$ cat src/rtl/matrix_alu_2x2.sv
// ---------------------------------------------------------------------------
// matrix_alu_2x2
//
// Purpose:
//   2x2 matrix ALU for unsigned W-bit elements. It supports three operations.
//   - Add: all four elements are computed in one RUN cycle.
//   - Subtract: all four elements are computed in one RUN cycle.
//   - Multiply: eight RUN cycles, using one W x W multiplier and one
//     RW-bit accumulator.
//   Operands and op are latched when start is accepted in IDLE.
//
// Configuration:
//   MATRIX_ALU_ERR_EN - when defined, the err output and reserved-op checking
//                       are compiled in. op=11 then goes straight to DONE with
//                       c=0 and err=1. When the macro is undefined, there is
//                       no err port and op=11 executes as add.
//
// Ports:
//   clk   - rising-edge clock
//   rst   - synchronous active-high reset
//   start - request pulse; sampled only in IDLE
//   op    - 00 add, 01 subtract, 10 multiply, 11 reserved
//   a, b  - operand matrices packed {x11,x12,x21,x22}, x11 in the MSBs
//   c     - result matrix packed {c11,c12,c21,c22}
//   busy  - high in RUN and DONE
//   done  - one-cycle pulse when c is valid
//   err   - reserved-op flag (MATRIX_ALU_ERR_EN only)
// ---------------------------------------------------------------------------
module matrix_alu_2x2 #(
    parameter int W  = 4,
    parameter int RW = 2*W+1
) (
    input  logic            clk,
    input  logic            rst,
    input  logic            start,
    input  logic [1:0]      op,
    input  logic [4*W-1:0]  a,
    input  logic [4*W-1:0]  b,
    output logic [4*RW-1:0] c,
    output logic            busy,
    output logic            done
`ifdef MATRIX_ALU_ERR_EN
    ,
    output logic            err
`endif
);

    typedef enum logic [1:0] {IDLE, RUN, DONE} state_t;
    typedef enum logic [1:0] {OP_ADD, OP_SUB, OP_MUL, OP_RSV} op_t;

    state_t          state_q, state_d;
    op_t             op_q;
    logic [4*W-1:0]  a_q, b_q;
    logic [2:0]      cnt_q;
    logic [RW-1:0]   acc_q;
    logic [RW-1:0]   c_q [4];

    logic [W-1:0]    a_el [4];
    logic [W-1:0]    b_el [4];
    logic [W:0]      sum_el [4];
    logic [W:0]      diff_el [4];
    logic [W-1:0]    mul_a, mul_b;
    logic [2*W-1:0]  prod;
    logic [RW-1:0]   prod_ext;
    logic            reserved_op;

`ifdef MATRIX_ALU_ERR_EN
    assign reserved_op = (op == OP_RSV);
`else
    assign reserved_op = 1'b0;
`endif

    // Element index 0..3 maps to x11, x12, x21, x22.
    // The index 2*row+col therefore selects an element.
    always_comb begin
        for (int i = 0; i < 4; i++) begin
            a_el[i]    = a_q[(3-i)*W +: W];
            b_el[i]    = b_q[(3-i)*W +: W];
            sum_el[i]  = {1'b0, a_el[i]} + {1'b0, b_el[i]};
            diff_el[i] = {1'b0, a_el[i]} - {1'b0, b_el[i]};
        end
    end

    // Multiply step k: element (i,j) = (k[2],k[1]), product term t = k[0].
    // The step multiplies a[i][t] by b[t][j].
    assign mul_a    = a_el[{cnt_q[2], cnt_q[0]}];
    assign mul_b    = b_el[{cnt_q[0], cnt_q[1]}];
    assign prod     = {{W{1'b0}}, mul_a} * {{W{1'b0}}, mul_b};
    assign prod_ext = {{(RW-2*W){1'b0}}, prod};

    // NOTE: every variable written in this block gets a default first, so no
    // path leaves it unassigned and no latch is inferred.
    always_comb begin
        state_d = state_q;
        unique case (state_q)
            IDLE: if (start) state_d = reserved_op ? DONE : RUN;
            RUN:  if (op_q != OP_MUL || cnt_q == 3'd7) state_d = DONE;
            DONE: state_d = IDLE;
            default: state_d = IDLE;
        endcase
    end

    // NOTE: sequential state uses non-blocking assignments only, so every
    // flop samples values from before the clock edge.
    always_ff @(posedge clk) begin
        if (rst) state_q <= IDLE;
        else     state_q <= state_d;
    end

    always_ff @(posedge clk) begin
        if (rst) begin
            a_q   <= '0;
            b_q   <= '0;
            op_q  <= OP_ADD;
            cnt_q <= '0;
            acc_q <= '0;
            // NOTE: the result array drives a visible output, so it is reset
            // explicitly. It is only four registers, not a RAM macro.
            for (int i = 0; i < 4; i++) c_q[i] <= '0;
        end else if (state_q == IDLE && start) begin
            a_q   <= a;
            b_q   <= b;
            op_q  <= op_t'(op);
            cnt_q <= '0;
            acc_q <= '0;
            for (int i = 0; i < 4; i++) c_q[i] <= '0;
        end else if (state_q == RUN) begin
            if (op_q == OP_MUL) begin
                if (!cnt_q[0]) begin
                    acc_q <= prod_ext;
                end else begin
                    c_q[cnt_q[2:1]] <= acc_q + prod_ext;
                    acc_q           <= '0;
                end
                // Hold on the last step; DONE follows, so the counter never wraps.
                if (cnt_q != 3'd7) cnt_q <= cnt_q + 3'd1;
            end else if (op_q == OP_SUB) begin
                for (int i = 0; i < 4; i++)
                    c_q[i] <= {{(RW-W-1){diff_el[i][W]}}, diff_el[i]};
            end else begin
                for (int i = 0; i < 4; i++)
                    c_q[i] <= {{(RW-W-1){1'b0}}, sum_el[i]};
            end
        end
    end

    assign c    = {c_q[0], c_q[1], c_q[2], c_q[3]};
    assign busy = (state_q != IDLE);
    assign done = (state_q == DONE);

`ifdef MATRIX_ALU_ERR_EN
    assign err  = (state_q == DONE) && (op_q == OP_RSV);
`endif

endmodule

$ cat config.mk
export PLATFORM = sky130hd
export DESIGN_NAME = matrix_alu_2x2
export DESIGN_NICKNAME = d
export VERILOG_FILES = /design/src/rtl/matrix_alu_2x2.sv
export SDC_FILE = /design/constraint.sdc
export NUM_CORES = 1
export LEC_CHECK = 0
export ABC_AREA = 1
export BUFFER_PORTS_ARGS = -buffer_cell sky130_fd_sc_hd__buf_2
export CORE_MARGIN = 1
export CORE_UTILIZATION = 35
export CTS_CLUSTER_SIZE = 14
export DETAILED_ROUTE_END_ITERATION = 8
export SYNTH_ARGS = -nofsm -noshare
export SYNTH_HDL_FRONTEND = slang
export SYNTH_SLANG_ARGS = --single-unit
export TNS_END_PERCENT = 100
$ cat constraint.sdc
create_clock -name clk -period 4.8 [get_ports clk]
set_input_delay 0.72 -clock clk [delete_from_list [all_inputs] [get_ports clk]]
set_output_delay 0.72 -clock clk [all_outputs]
set_load 0.01 [all_outputs]
==> results.toml <==
[power_and_ir_drop]
p_per_area_nw_per_um2 = 269
vdd_ir_drop_max_v = 0.000183
leakagePower_nw = 3.10
power.total_mw = 1.74

[synthesis]
synth_area_leader_cell = "dfxtp_1"
yosys_warnings = 0
synthMostInstantiatedCell = "nand2_1"
synth_top_flop_cell = "dfxtp_1"
synth.net_count = 838
netlist_top_cells_area = "dfxtp_1 (21%), edfxtp_1 (13%), ha_1 (12%)"
netlist_instances = 732
ys_top_cells_by_count = "nand2_1 (178), inv_1 (96), dfxtp_1 (59)"
yosysSeqAreaShare_pct = 33.9
synth_edf_count = 24
synthArstFlopShare_pct = 0
syn-cell-area_um2 = 5610
yosys.area.top_type_share_pct = 21.1
synth_cell_type_count = 41
ys_ff_latch = 83
syn_avg_cell_area_um2 = 7.66

[die]
core_um2 = 15400
die_area_um2 = 16500
fp.dieH_um = 129
io_pins = 75
die_w_um = 129
rows = 45
start_util_pct = 36.4

[placed_design]
place.gp.congestion = 0.870
placed_area_um2 = 6160
dp.cells = 1000
hpwl_mm = 11.7
io_buffers = 74

[global_route]
grt.total_usage_pct = 18.9
grt_pass1_wl_mm = 23.6
busiest_layer = "met2"
met1_usage_pct = 27.5
grt_pass1_vias = 4480
grt.overflow.total = 0
use_met2_pct = 28.1
grt_start_max_net_pins = 40
antenna_found_initial = 0
met3_usage_pct = 3.62

[sta]
worstMarginPinSlew_ns = 0.729
hold_violations = 0
relSlewSlack_pct = 51.2
timing.final.crit_share_pct = 91.2
rsz0062_at_grt = "no"
drv_slew = 0
min_period_ns = 4.38
fin_skew_ns = 0.00844
fin_tns_setup_ns = 0
setup_violations = 0
fmax_ghz = 0.228

[clock_network]
cts_buffers = 9
clk_pin_slew_ns = 0.06
clock-sinks = 83
insertion_delay_ns = 0.35
cts-root-buf = "clkbuf_16"
htreeDepth = 3
cts_tree = "yes"
clockBufferDepth = 2

[final_layout]
areaGrowthSynthToFinish_pct = 15.1
fin_area_um2 = 6460
layout.nets = 910
final_cells = 1020
diodes = 0
fillCellCount = 1647
drive_above_1_share_pct = 16.3

[setup_path]
r2r_start = "cnt_q[0]$_SDFFE_PP0P_"
r2r_cells = 19
cp.required_ns = 4.89
crit_fanout = 16
reg2reg_slack_ns = 0.42
worstSetupStartpoint = "cnt_q[0]$_SDFFE_PP0P_"
crit_type = "flip-flop to flip-flop"
startpoint_type = "flip-flop"
arrival_ns = 4.47
end_kind = "flip-flop"
cp-endpoint = "c_q[3][7]$_DFFE_PP_"
r2r_end = "c_q[3][7]$_DFFE_PP_"

[drt]
vias_per_cell = 4.82
vias = 4919
firstDrtPassIters = 5
drc = 0
antenna_left = 0
wirelength_mm = 14.9
drtIter0Drc = 393
wl_per_cell_um = 14.6

[job]
drv_cap = 0

[worst_hold_path]
hold_class = "flip-flop to flip-flop"

[outcome]
status = "finished clean"
[layout by cell type (no fill, tap or decap), types with 6 or more instances in the layout]
cell,instances
a21oi_1,53
buf_2,74
buf_4,6
clkbuf_16,9
dfxtp_1,55
edfxtp_1,24
fa_1,13
ha_1,56
inv_1,94
inv_2,9
nand2_1,178
nand2_2,6
nand3_1,52
nor2_1,45
o21ai_0,44
o21ai_1,6
o21bai_1,6
xnor2_1,8
xor2_1,8
[flip-flops by register name, summed over array words and instances (netlist names)]
name	flops
b_el	16
acc_q	8
a_el	16
c_q	36
cnt_q	3
op_q	2
state_q	2
[per-layer routing]
metal,vias to the layer above,wire length [um]
li1,2530,-
met1,2222,7570
met2,155,6310
met3,12,858
met4,0,178
met5,-,0
[power by group]
part | internal [mW] | total [mW] | switching [mW]
Combinational | 0.114 | 0.311 | 0.198
Clock | 0.348 | 0.627 | 0.279
Sequential | 0.768 | 0.798 | 0.0305
[repair_timing]
action	CTS	global route
gates resized for setup	0	7
buffers inserted	0	3
setup endpoints to repair	0	4
hold buffers	0	0
[cells by family (layout without fill, tap and decap cells)]
| group | after synthesis | after routing | synth area share [%] |
|---|---|---|---|
| AND/OR/NAND/NOR | 307 | 307 | 24.4 |
| AO/OA/AOI/OAI | 131 | 131 | 13.1 |
| buffers and inverters | 126 | 203 | 9.01 |
| flip-flops | 83 | 83 | 33.9 |
| adder cells (fa/ha/maj) | 69 | 69 | 17.1 |
| XOR/XNOR | 16 | 16 | 2.50 |
[worst min-delay path by stage]
stage | startpoint | slack (ns) | to | cells after the start
final | acc_q[0]$_SDFFE_PP0P_ | 0.48 | acc_q[0]$_SDFFE_PP0P_ | 2
after global routing | acc_q[0]$_SDFFE_PP0P_ | 0.49 | acc_q[0]$_SDFFE_PP0P_ | 2
after CTS | acc_q[0]$_SDFFE_PP0P_ | 0.47 | acc_q[0]$_SDFFE_PP0P_ | 2
after detailed placement | acc_q[2]$_SDFFE_PP0P_ | 0.46 | acc_q[2]$_SDFFE_PP0P_ | 2
after global placement | acc_q[2]$_SDFFE_PP0P_ | 0.46 | acc_q[2]$_SDFFE_PP0P_ | 2
after floorplan | acc_q[0]$_SDFFE_PP0P_ | 0.45 | acc_q[0]$_SDFFE_PP0P_ | 2
[worst max-delay path, stage by stage, from the launching register on]
cell and delay [ns]:
dfxtp_2 0.35, buf_6 0.17, nor2_1 0.12, inv_1 0.05
a32oi_1 0.28, nand2_1 0.11, fa_1 0.49, inv_1 0.06
fa_1 0.56, inv_1 0.06, fa_1 0.44, o21ai_0 0.23
xor2_1 0.21, ha_1 0.31, nand2_1 0.11, inv_1 0.04
a21oi_1 0.19, nand3_1 0.16, nand3_1 0.12, nand2_1 0.05
[cell type report]
class	count	area, um^2	area share [%]
Clock buffer	13	240	3.72
Clock inverter	3	16.3	0.252
Inverter	105	398	6.16
Multi-Input combinational cell	523	3200	49.6
Sequential cell	83	1910	29.5
Tap cell	211	264	4.09
Timing Repair Buffer	81	427	6.60
Timing Repair inverter	1	5.00	0.0775
[through the flow]
stage	worst slack [ns]	hold WS, ns	utilization, %
CTS	0.276	0.472	41.6
global route	0.00149	0.489	41.9
finish	0.422	0.476	41.9
detailed placement	0.291	0.462	40.0
floorplan	0.599	0.450	-
global placement	0.399	0.459	40.0
No activity file was read; power rests on OpenSTA's default activity.
